## src/rtl/axi4_mem_arbiter.sv

```systemverilog
// Arbitrates one AXI4 master port between the IFU (read-only) and the LSU (read/write),
// round-robin, one whole transaction at a time. Optional counters: AXI4_ARB_PERF_CNT_EN.
module axi4_mem_arbiter #(
  parameter int ADDR_W = 32,
  parameter int DATA_W = 32,
  parameter int ID_W   = 4
) (
  input  logic                clock,
  input  logic                reset,
  // IFU read channels
  input  logic                s0_arvalid_i,
  output logic                s0_arready_o,
  input  logic [ADDR_W-1:0]   s0_araddr_i,
  input  logic [ID_W-1:0]     s0_arid_i,
  input  logic [7:0]          s0_arlen_i,
  input  logic [2:0]          s0_arsize_i,
  input  logic [1:0]          s0_arburst_i,
  output logic                s0_rvalid_o,
  input  logic                s0_rready_i,
  output logic [DATA_W-1:0]   s0_rdata_o,
  output logic [1:0]          s0_rresp_o,
  output logic [ID_W-1:0]     s0_rid_o,
  output logic                s0_rlast_o,
  // LSU read channels
  input  logic                s1_arvalid_i,
  output logic                s1_arready_o,
  input  logic [ADDR_W-1:0]   s1_araddr_i,
  input  logic [ID_W-1:0]     s1_arid_i,
  input  logic [7:0]          s1_arlen_i,
  input  logic [2:0]          s1_arsize_i,
  input  logic [1:0]          s1_arburst_i,
  output logic                s1_rvalid_o,
  input  logic                s1_rready_i,
  output logic [DATA_W-1:0]   s1_rdata_o,
  output logic [1:0]          s1_rresp_o,
  output logic [ID_W-1:0]     s1_rid_o,
  output logic                s1_rlast_o,
  // LSU write channels
  input  logic                s1_awvalid_i,
  output logic                s1_awready_o,
  input  logic [ADDR_W-1:0]   s1_awaddr_i,
  input  logic [ID_W-1:0]     s1_awid_i,
  input  logic [7:0]          s1_awlen_i,
  input  logic [2:0]          s1_awsize_i,
  input  logic [1:0]          s1_awburst_i,
  input  logic                s1_wvalid_i,
  output logic                s1_wready_o,
  input  logic [DATA_W-1:0]   s1_wdata_i,
  input  logic [DATA_W/8-1:0] s1_wstrb_i,
  input  logic                s1_wlast_i,
  output logic                s1_bvalid_o,
  input  logic                s1_bready_i,
  output logic [1:0]          s1_bresp_o,
  output logic [ID_W-1:0]     s1_bid_o,
  // Downstream master port
  output logic                m_awvalid_o,
  input  logic                m_awready_i,
  output logic [ADDR_W-1:0]   m_awaddr_o,
  output logic [ID_W-1:0]     m_awid_o,
  output logic [7:0]          m_awlen_o,
  output logic [2:0]          m_awsize_o,
  output logic [1:0]          m_awburst_o,
  output logic                m_wvalid_o,
  input  logic                m_wready_i,
  output logic [DATA_W-1:0]   m_wdata_o,
  output logic [DATA_W/8-1:0] m_wstrb_o,
  output logic                m_wlast_o,
  input  logic                m_bvalid_i,
  output logic                m_bready_o,
  input  logic [1:0]          m_bresp_i,
  input  logic [ID_W-1:0]     m_bid_i,
  output logic                m_arvalid_o,
  input  logic                m_arready_i,
  output logic [ADDR_W-1:0]   m_araddr_o,
  output logic [ID_W-1:0]     m_arid_o,
  output logic [7:0]          m_arlen_o,
  output logic [2:0]          m_arsize_o,
  output logic [1:0]          m_arburst_o,
  input  logic                m_rvalid_i,
  output logic                m_rready_o,
  input  logic [DATA_W-1:0]   m_rdata_i,
  input  logic [1:0]          m_rresp_i,
  input  logic [ID_W-1:0]     m_rid_i,
  input  logic                m_rlast_i
`ifdef AXI4_ARB_PERF_CNT_EN
  ,
  output logic [31:0]         perf_ifu_grants_o,
  output logic [31:0]         perf_lsu_grants_o,
  output logic [31:0]         perf_wait_cycles_o
`endif
);

  typedef enum logic [1:0] {IDLE, IFU_RD, LSU_RD, LSU_WR} state_t;

  state_t state_q, state_d;
  logic   last_grant_q, last_grant_d;
  logic   ar_done_q, ar_done_d;
  logic   aw_done_q, aw_done_d;
  logic   w_done_q, w_done_d;
  logic   grant_ifu, grant_lsu;
  logic   req0, req1;

  assign req0 = s0_arvalid_i;
  assign req1 = s1_arvalid_i | s1_awvalid_i;

  always_ff @(posedge clock) begin
    if (reset) begin
      state_q      <= IDLE;
      last_grant_q <= 1'b1;
      ar_done_q    <= 1'b0;
      aw_done_q    <= 1'b0;
      w_done_q     <= 1'b0;
    end else begin
      state_q      <= state_d;
      last_grant_q <= last_grant_d;
      ar_done_q    <= ar_done_d;
      aw_done_q    <= aw_done_d;
      w_done_q     <= w_done_d;
    end
  end

  always_comb begin
    state_d      = state_q;
    last_grant_d = last_grant_q;
    ar_done_d    = ar_done_q;
    aw_done_d    = aw_done_q;
    w_done_d     = w_done_q;
    grant_ifu    = 1'b0;
    grant_lsu    = 1'b0;

    s0_arready_o = 1'b0;
    s0_rvalid_o  = 1'b0;
    s0_rdata_o   = '0;
    s0_rresp_o   = '0;
    s0_rid_o     = '0;
    s0_rlast_o   = 1'b0;
    s1_arready_o = 1'b0;
    s1_rvalid_o  = 1'b0;
    s1_rdata_o   = '0;
    s1_rresp_o   = '0;
    s1_rid_o     = '0;
    s1_rlast_o   = 1'b0;
    s1_awready_o = 1'b0;
    s1_wready_o  = 1'b0;
    s1_bvalid_o  = 1'b0;
    s1_bresp_o   = '0;
    s1_bid_o     = '0;
    m_awvalid_o  = 1'b0;
    m_awaddr_o   = '0;
    m_awid_o     = '0;
    m_awlen_o    = '0;
    m_awsize_o   = '0;
    m_awburst_o  = '0;
    m_wvalid_o   = 1'b0;
    m_wdata_o    = '0;
    m_wstrb_o    = '0;
    m_wlast_o    = 1'b0;
    m_bready_o   = 1'b0;
    m_arvalid_o  = 1'b0;
    m_araddr_o   = '0;
    m_arid_o     = '0;
    m_arlen_o    = '0;
    m_arsize_o   = '0;
    m_arburst_o  = '0;
    m_rready_o   = 1'b0;

    unique case (state_q)
      IDLE: begin
        // On contention the requester that did not win last time is served.
        if (req0 && (!req1 || last_grant_q)) begin
          state_d      = IFU_RD;
          last_grant_d = 1'b0;
          grant_ifu    = 1'b1;
        end else if (req1) begin
          state_d      = s1_awvalid_i ? LSU_WR : LSU_RD;
          last_grant_d = 1'b1;
          grant_lsu    = 1'b1;
        end
      end
      IFU_RD: begin
        m_araddr_o   = s0_araddr_i;
        m_arid_o     = s0_arid_i;
        m_arlen_o    = s0_arlen_i;
        m_arsize_o   = s0_arsize_i;
        m_arburst_o  = s0_arburst_i;
        m_arvalid_o  = s0_arvalid_i & ~ar_done_q;
        s0_arready_o = m_arready_i & ~ar_done_q;
        if (m_arvalid_o && m_arready_i) ar_done_d = 1'b1;
        s0_rvalid_o  = m_rvalid_i;
        s0_rdata_o   = m_rdata_i;
        s0_rresp_o   = m_rresp_i;
        s0_rid_o     = m_rid_i;
        s0_rlast_o   = m_rlast_i;
        m_rready_o   = s0_rready_i;
        if (m_rvalid_i && s0_rready_i && m_rlast_i) state_d = IDLE;
      end
      LSU_RD: begin
        m_araddr_o   = s1_araddr_i;
        m_arid_o     = s1_arid_i;
        m_arlen_o    = s1_arlen_i;
        m_arsize_o   = s1_arsize_i;
        m_arburst_o  = s1_arburst_i;
        m_arvalid_o  = s1_arvalid_i & ~ar_done_q;
        s1_arready_o = m_arready_i & ~ar_done_q;
        if (m_arvalid_o && m_arready_i) ar_done_d = 1'b1;
        s1_rvalid_o  = m_rvalid_i;
        s1_rdata_o   = m_rdata_i;
        s1_rresp_o   = m_rresp_i;
        s1_rid_o     = m_rid_i;
        s1_rlast_o   = m_rlast_i;
        m_rready_o   = s1_rready_i;
        if (m_rvalid_i && s1_rready_i && m_rlast_i) state_d = IDLE;
      end
      LSU_WR: begin
        // AW and W complete independently; each is masked once its handshake is done.
        m_awaddr_o   = s1_awaddr_i;
        m_awid_o     = s1_awid_i;
        m_awlen_o    = s1_awlen_i;
        m_awsize_o   = s1_awsize_i;
        m_awburst_o  = s1_awburst_i;
        m_awvalid_o  = s1_awvalid_i & ~aw_done_q;
        s1_awready_o = m_awready_i & ~aw_done_q;
        if (m_awvalid_o && m_awready_i) aw_done_d = 1'b1;
        m_wdata_o    = s1_wdata_i;
        m_wstrb_o    = s1_wstrb_i;
        m_wlast_o    = s1_wlast_i;
        m_wvalid_o   = s1_wvalid_i & ~w_done_q;
        s1_wready_o  = m_wready_i & ~w_done_q;
        if (m_wvalid_o && m_wready_i) w_done_d = 1'b1;
        s1_bvalid_o  = m_bvalid_i;
        s1_bresp_o   = m_bresp_i;
        s1_bid_o     = m_bid_i;
        m_bready_o   = s1_bready_i;
        if (m_bvalid_i && s1_bready_i) state_d = IDLE;
      end
      default: state_d = IDLE;
    endcase

    if (state_d == IDLE) begin
      ar_done_d = 1'b0;
      aw_done_d = 1'b0;
      w_done_d  = 1'b0;
    end
  end

`ifdef AXI4_ARB_PERF_CNT_EN
  logic [31:0] ifu_cnt_q, lsu_cnt_q, wait_cnt_q;
  logic        wait_inc;

  assign wait_inc = ((state_q == IDLE) && req0 && req1) ||
                    ((state_q == IFU_RD) && req1) ||
                    (((state_q == LSU_RD) || (state_q == LSU_WR)) && req0);

  always_ff @(posedge clock) begin
    if (reset) begin
      ifu_cnt_q  <= '0;
      lsu_cnt_q  <= '0;
      wait_cnt_q <= '0;
    end else begin
      if (grant_ifu) ifu_cnt_q  <= ifu_cnt_q + 32'd1;
      if (grant_lsu) lsu_cnt_q  <= lsu_cnt_q + 32'd1;
      if (wait_inc)  wait_cnt_q <= wait_cnt_q + 32'd1;
    end
  end

  assign perf_ifu_grants_o  = ifu_cnt_q;
  assign perf_lsu_grants_o  = lsu_cnt_q;
  assign perf_wait_cycles_o = wait_cnt_q;
`endif

endmodule

```

## config.mk

```make
export PLATFORM = sky130hd
export DESIGN_NAME = axi4_mem_arbiter
export DESIGN_NICKNAME = d
export VERILOG_FILES = /design/src/rtl/axi4_mem_arbiter.sv
export SDC_FILE = /design/constraint.sdc
export NUM_CORES = 1
export LEC_CHECK = 0
export ABC_AREA = 1
export BUFFER_PORTS_ARGS = -buffer_cell sky130_fd_sc_hd__buf_2
export CAP_MARGIN = 20
export CORE_AREA = 2 2 184 186
export DETAILED_ROUTE_END_ITERATION = 6
export DIE_AREA = 0 0 186 188
export GPL_TIMING_DRIVEN = 0
export PLACE_DENSITY = 0.3
export SYNTH_ARGS = -nofsm -noshare
export SYNTH_HDL_FRONTEND = slang
export SYNTH_SLANG_ARGS = --single-unit
export TNS_END_PERCENT = 20
```

## constraint.sdc

```tcl
create_clock -name clock -period 2.7 [get_ports clock]
set_input_delay 0.54 -clock clock [delete_from_list [all_inputs] [get_ports clock]]
set_output_delay 0.54 -clock clock [all_outputs]
set_load 0.02 [all_outputs]
```

==> run summary, run 1 <==
The min-delay analysis places its worst path in the category input port to flop. The clock root buffer is sky130_fd_sc_hd__clkbuf_16. The mean instance size in the synthesized netlist is 4.29 sq um. The signed area change from the synthesized netlist to the final layout came out at 117%. The number of max-cap violations is 0. Of the cells placed in the final design, the portion with a size suffix greater than 1 is 0.479. The standard cell area after detailed placement is 5500 sq um.

The final-layout worst hold slack is 541 ps. Once the clock tree was built, the setup fixing pass inserted 0 buffers. At the pin with the least slew margin, the transition time is 596 ps. After legalization and detailed placement, the total HPWL measured 17.2 mm. The power after layout is 1.44 mW.

The die span in y is 188 microns. The final net count came out at 1325. The critical path arrival is 2000 ps. The net count after synthesis came out at 847. The total congestion overflow after global routing is 0. The final design utilization is 0.169. The analysis attributes to cell leakage a power of 4.60 nW. Of the synthesized area, sequential elements account for 0.0468.

The total number of vias came out at 5050. The congestion estimate from routability-driven global placement came to 0.771. The hold-fix buffer count after cts came out at 0.

The category of the most critical setup path is flop to output port. The Yosys step of the flow raised 0 warnings. The number of antenna violations at the first check in global routing is 0. The vias per cell came out at 3.32.

The power density over the cells is 258 nW/um^2. The highest ir drop seen on vdd came out at 0.135 mV. The synthesized flop and latch total is 6. After layout, the minimum clock period comes to 2540 ps.

TritonCTS built the clock tree. The count of different cell masters after synthesis is 20. The repair_antennas step left the layout with diodes totalling 0. Clock-pin slew was measured on the worst setup and hold paths at 30 ps. The capturing element type of the critical path is an output port. The max-slew violation total from the final report was 0. The worst-case clock skew is 0.676 ps.

The detailed router's first-iteration violation count came out at 91. Setup repair after global routing could not meet its margin everywhere. In this run the cell area of the synthesized design comes to 2570 sq um. The clock latency at the later pin of the worst-skew pair is 230 ps.

For this configuration, the core starts out at a cell density of 0.0776. The detailed-routing iteration count for the pre-antenna-repair pass is 4. The area of the placeable core is 33100 sq um. The data required time at the worst endpoint came out at 2160 ps. The total track usage came out at 0.100. The first-pass GRT wire length came out at 27.0 mm. The worst setup path is launched from a flop. The largest net degree at the start of global routing is 11. The total count of hold-check failures in the final report was 0. The post-detailed-route DRC marker count is 0. The clock passes through at most 2 buffers. The count of standard-cell rows is 67. The flow ran to the end, and the final reports show no timing, DRC or antenna violations. The setup slack after layout came out at 158 ps. Clock tree synthesis found a total of 6 sinks. The maximum clock rate came out at 393 MHz.

The die span in x is 186 microns. After routing the design area is 5580 sq um. The number of H-tree levels came out at 1. The via count of the first global-routing pass came out at 4946.

The worst-case setup slack after placement is 179 ps. The detail route stage leaves a number of antenna-violating nets equal to 0. The cell count after synthesis came out at 599. The maximum fanout along the worst path is 10. The average wire per cell in the routed design came out at 12.7 microns. The worst slew margin relative to its limit came out at 0.603. The floorplan die area is 35000 sq um. The number of failing setup endpoints in the final timing report came out at 0. In this run the tool buffered the top-level ports with 473 buffer cells.

Summed over all layers, the routed wires come to 19.3 mm. The TritonCTS buffer count is 3. The number of placed I/O pins came out at 474. In the finished design, the share of the clock period the worst path needs comes to 0.941.
[synthesized netlist by cell type]
cell type,number,area share
sky130_fd_sc_hd__inv_1,181,0.26
sky130_fd_sc_hd__buf_4,5,0.015
sky130_fd_sc_hd__nand2_1,290,0.42
sky130_fd_sc_hd__buf_2,25,0.049
sky130_fd_sc_hd__a221o_1,1,0.0039
sky130_fd_sc_hd__inv_2,1,0.0015
sky130_fd_sc_hd__a21oi_1,57,0.11
sky130_fd_sc_hd__nor2_1,3,0.0044
sky130_fd_sc_hd__ha_1,5,0.024
sky130_fd_sc_hd__clkbuf_1,5,0.0073
sky130_fd_sc_hd__nor2_2,1,0.0024
sky130_fd_sc_hd__clkinv_1,1,0.0015
sky130_fd_sc_hd__dfxtp_1,6,0.047
sky130_fd_sc_hd__nor3b_1,2,0.0058
sky130_fd_sc_hd__buf_1,1,0.0015
sky130_fd_sc_hd__nand2_2,1,0.0024
sky130_fd_sc_hd__o21ai_2,1,0.0034
sky130_fd_sc_hd__and3_1,2,0.0049
sky130_fd_sc_hd__nand3_1,9,0.018
sky130_fd_sc_hd__nor3b_2,2,0.0097
[power breakdown]
part	switching (mW)	internal (mW)
clock	0.0483	0.190
sequential	0.00715	0.0982
combinational	0.719	0.377
total	0.774	0.665
[area by class of cell]
class / instances / area, sq um
fill: 3959 / 27500
multi-input combinational: 374 / 1580
timing repair buffer: 473 / 2370
inverter: 183 / 687
tap: 448 / 561
clock buffer: 3 / 75.1
buffer: 36 / 190
sequential: 6 / 120
[state kept, by name, indices dropped and copies added (netlist names)]
signal	flops
state_q	2
ar_done_q	1
aw_done_q	1
last_grant_q	1
w_done_q	1
[cell families after synthesis]
| logic type | count (synthesis) | synth area share |
|---|---|---|
| AND/OR/NAND/NOR | 310 | 0.471 |
| flip-flops | 6 | 0.0468 |
| buffers and inverters | 219 | 0.340 |
| AO/OA/AOI/OAI | 59 | 0.118 |
| adder cells (fa/ha/maj) | 5 | 0.0244 |
[through the flow]
step,setup TNS (ps),instances
2_1_floorplan,0,599
3_3_place_gp,0,1520
3_5_place_dp,0,1520
4_1_cts,0,1523
5_1_grt,-67.0,1523
6_report,0,1523
[per-layer routing]
metal,track usage,wire [microns]
met2,0.210,10400
met3,0.0113,1500
met1,0.100,6940
met4,0.0276,475
met5,0,0
[critical path, stage by stage, from the launching register on]
cell	delay, ps
sky130_fd_sc_hd__dfxtp_1	390
sky130_fd_sc_hd__inv_1	110
sky130_fd_sc_hd__ha_1	310
sky130_fd_sc_hd__clkinv_1	220
sky130_fd_sc_hd__clkbuf_1	310
sky130_fd_sc_hd__a21oi_1	230
sky130_fd_sc_hd__buf_2	200
[path summary, 6_finish.rpt]
| path | startpoint | endpoint | slack [ps] | depth (start not counted) |
|---|---|---|---|---|
| hold reg to reg | aw_done_q | aw_done_q | 550 | 2 |
| hold / removal | reset | last_grant_q | 540 | 2 |
| setup / recovery | state_q[0] | m_araddr_o[0] | 160 | 6 |
| setup reg to reg | state_q[0] | ar_done_q | 1330 | 8 |
[layout by cell type (no fill, tap or decap)]
cell type / Yosys / routed
sky130_fd_sc_hd__buf_2: 25 / 499
sky130_fd_sc_hd__buf_1: 1 / 1
sky130_fd_sc_hd__and3_1: 2 / 2
sky130_fd_sc_hd__buf_4: 5 / 5
sky130_fd_sc_hd__clkbuf_4: 0 / 1
sky130_fd_sc_hd__inv_2: 1 / 1
sky130_fd_sc_hd__nand2_1: 290 / 290
sky130_fd_sc_hd__clkinv_1: 1 / 1
sky130_fd_sc_hd__clkbuf_1: 5 / 3
sky130_fd_sc_hd__nor3b_1: 2 / 2
sky130_fd_sc_hd__nor2_2: 1 / 1
sky130_fd_sc_hd__a21oi_1: 57 / 56
sky130_fd_sc_hd__dfxtp_1: 6 / 6
sky130_fd_sc_hd__clkbuf_16: 0 / 3
sky130_fd_sc_hd__o21ai_2: 1 / 1
sky130_fd_sc_hd__a21oi_2: 0 / 1
sky130_fd_sc_hd__a221o_1: 1 / 1
sky130_fd_sc_hd__ha_1: 5 / 5
sky130_fd_sc_hd__nand2_2: 1 / 1
sky130_fd_sc_hd__nor2_1: 3 / 3
sky130_fd_sc_hd__nor3b_2: 2 / 2
sky130_fd_sc_hd__inv_1: 181 / 181
sky130_fd_sc_hd__nand3_1: 9 / 9
[what timing repair did]
action | CTS | global route
endpoints found under the hold margin | 0 | 0
endpoints found under the setup margin | 5 | 8
gates resized for setup | 3 | 3
Power figures use the tool's default switching activity.
==> inputs of run 2 (changes only) <==
--- a/config.mk
+++ b/config.mk
@@ -8,9 +8,9 @@
 export ABC_AREA = 1
 export BUFFER_PORTS_ARGS = -buffer_cell sky130_fd_sc_hd__buf_2
 export CAP_MARGIN = 20
-export CORE_AREA = 2 2 184 186
+export CORE_AREA = 2 2 185 187
 export DETAILED_ROUTE_END_ITERATION = 6
-export DIE_AREA = 0 0 186 188
+export DIE_AREA = 0 0 187 189
 export GPL_TIMING_DRIVEN = 0
 export PLACE_DENSITY = 0.3
 export SYNTH_ARGS = -nofsm -noshare
==> constraint.sdc (replaced) <==
create_clock -name clock -period 2.35 [get_ports clock]
set_input_delay 0.47 -clock clock [delete_from_list [all_inputs] [get_ports clock]]
set_output_delay 0.47 -clock clock [all_outputs]
set_load 0.02 [all_outputs]
==> run 2 against run 1 <==
Wire length fell by 0.14%. Highest routed layer unchanged. Final area rose by 1.5%. Die area rose by 1.1%. Critical path type unchanged.
==> run summary, run 2 (synthesis gave the netlist of run 1 again) <==
The max-slew violation total from the final report is 0. The power density over the cells is 299 nW/um^2. The maximum clock rate is 450 MHz. The flip-flop count of the largest register, all copies and words added came out at 2.

The floorplan step set the die width to 187 microns. The worst-case IR drop observed on VDD is 0.203 mV. Counting every sink on the clock net gives 6. The final HPWL from detailed placement is 16.9 mm. The worst hold path passes through 2 cells. The most frequent standard cell in the layout excluding fill and tap cells is sky130_fd_sc_hd__buf_2.

In this run the tightest slew margin relative to its limit is 0.832. The initial cell density of the core is 0.0772. The worst setup path is launched from a flop. The die span in y came out at 189 microns. The number of fill cells came out at 4003. Of the available clock period, the critical path in the final layout requires 0.945. Among all stages on the critical path, the largest delay is contributed by sky130_fd_sc_hd__dfxtp_2. The hold-fix buffer count after cts is 0.

The area of the placeable core came out at 33300 sq um. The share of total power in sequential cells is 0.072. TritonCTS built the clock tree. The number of max-cap violations came out at 0. The buffer count from post-CTS setup fixing is 0. The TritonCTS buffer count is 3. The clock slew at the register clock pins of the worst setup and hold paths is 30 ps. The largest net degree at the start of global routing came out at 11. The number of antenna violations at the first check in global routing came out at 2. The worst setup path is of the flop to output port kind. In this run the worst path has a maximum fanout of 10.

The total number of vias is 5028. The worst-case clock skew came out at 0.504 ps. The logic gate share of total power came out at 0.767. In this run the static leakage power is 4.61 nW. In the final layout, the multi-input gates occupy 1600 sq um. The classification of the worst-slack hold path is input port to flop. The count of standard-cell rows is 67. Counting both buffers and inverters, the worst setup path holds a total of 4. The maximum clock path buffer count came out at 2.

The switching power is 0.900 mW. The clock latency at the later pin of the worst-skew pair came out at 230 ps. Adding up every negative setup slack in the final design gives 0 ps. The average wire per cell in the routed design is 12.6 microns.

The final-layout worst hold slack is 463 ps. The critical path crosses 7 cells after its start point. The relative contribution of the clock network to total power came out at 0.161.

The via count of the first global-routing pass came out at 5139. The capturing element type of the critical path is an output port. The number of H-tree levels came out at 1.

The total track usage came out at 0.102. Counting flops per register, the top entry is state_q. The internal power of the cells totals 0.795 mW. The critical path arrival came out at 1750 ps.

The total count of hold-check failures in the final report is 0. Relative to the synthesized area, the layout overhead comes to 121%. The final critical-path required period is 2220 ps.

Of the total power, the share spent switching nets is 0.531. The vias per cell came out at 3.30. In the final layout, the share of cells above drive strength 1 is 0.490.

The detailed router's first-iteration violation count came out at 94. The run finished with clean final reports. The data required time at the worst endpoint came out at 1880 ps. The final net count came out at 1325. The floorplan die area came out at 35300 sq um. The largest incremental delay on the critical path is 330 ps.

The number of placed I/O pins is 474. The final RePlAce weighted congestion came out at 0.801. The number of I/O port buffers is 473. The detailed-routing iteration count for the pre-antenna-repair pass came out at 4.

The depth of the worst register-to-register path came out at 8. Setup repair after global routing could not meet its margin everywhere. The critical path goes through inv_1 -> ha_2 -> buf_8 -> buf_4 -> nand2_1 -> a21oi_1 -> buf_2. The clock root buffer is sky130_fd_sc_hd__clkbuf_16. The remaining antenna violation count after routing came out at 0.

The total wirelength of the detailed-routed design is 19.2 mm. The post-detailed-route DRC marker count came out at 0. The total congestion overflow after global routing came out at 0.

The transition at the pin with the smallest max-transition slack came out at 251 ps. The number of failing setup endpoints in the final timing report came out at 0. In the layout the commonest cells are 490 x sky130_fd_sc_hd__buf_2, 290 x sky130_fd_sc_hd__nand2_1, 180 x sky130_fd_sc_hd__inv_1.

Summing all flip-flop and latch instances after layout gives 121 sq um. The gate family responsible for the most delay along the worst path is buffers and inverters. The first global-routing pass estimated 28.5 mm of wire.
## run 2: changes by cell type in the layout (fill, tap and decap cells not counted), sizes merged
cell	previous run	this run
clkbuf	7	9
buf	505	503
diode	0	2
## run 2: worst reg2reg max path, stage by stage (launching register included)
cell and delay, ps:
sky130_fd_sc_hd__dfxtp_1 370, sky130_fd_sc_hd__ha_1 170, sky130_fd_sc_hd__buf_2 160, sky130_fd_sc_hd__nand2_1 90
sky130_fd_sc_hd__nand3_1 110, sky130_fd_sc_hd__nand2_1 60, sky130_fd_sc_hd__nand2_1 60, sky130_fd_sc_hd__nand2_1 110
sky130_fd_sc_hd__a21oi_1 160
## run 2: power by group through the flow
| stage | clock, mW | sequential, mW | combinational (mW) |
|---|---|---|---|
| 2_1_floorplan | 0 | 0.120 | 0.681 |
| 5_1_grt | 0.282 | 0.124 | 1.44 |
| 3_5_place_dp | 0 | 0.123 | 1.28 |
| 3_3_place_gp | 0 | 0.123 | 1.29 |
| 6_report | 0.273 | 0.122 | 1.30 |
| 4_1_cts | 0.279 | 0.122 | 1.33 |
## run 2: worst paths after layout
check / slack (ps) / to / from
worst min-delay path: 460 / last_grant_q / reset
worst max register to register: 990 / aw_done_q / state_q[1]
worst min register to register: 550 / last_grant_q / last_grant_q
worst max-delay path: 130 / m_araddr_o[30] / state_q[0]
## run 2: final cells by class
type / count / share of cell area
Timing Repair Buffer: 473 / 0.418
Multi-Input combinational cell: 374 / 0.282
Inverter: 183 / 0.122
Tap cell: 448 / 0.0990
Buffer: 36 / 0.0435
Sequential cell: 6 / 0.0214
Clock buffer: 3 / 0.0133
Antenna cell: 2 / 0.000884
## run 2: routing by layer
layer | part of all wire | vias to the layer above | track usage | routed length [microns]
met1 | 0.40 | 2129 | 0.114 | 7650
li1 | - | 2614 | - | -
met3 | 0.070 | 12 | 0.0202 | 1360
met2 | 0.52 | 273 | 0.197 | 9940
met4 | 0.015 | 0 | 0.0217 | 295
met5 | 0 | - | 0 | 0
## run 2: what timing repair did
item / 4_1_cts / 5_1_grt
pin swaps: 0 / 0
endpoints found under the hold margin: 0 / 0
cloned: 0 / 0
resized for setup: 27 / 11
endpoints found under the setup margin: 102 / 99
## run 2: metrics by stage
step / utilization / setup slack (ps) / cells / power (mW) / instance area [sq um]
2_1_floorplan: - / 462 / 599 / 0.801 / 2570
4_1_cts: 0.170 / 5.31 / 1523 / 1.73 / 5650
6_report: 0.170 / 129 / 1525 / 1.69 / 5660
3_5_place_dp: 0.165 / -165 / 1520 / 1.40 / 5500
3_3_place_gp: 0.165 / -140 / 1520 / 1.41 / 5500
5_1_grt: 0.170 / -8.82 / 1525 / 1.85 / 5660
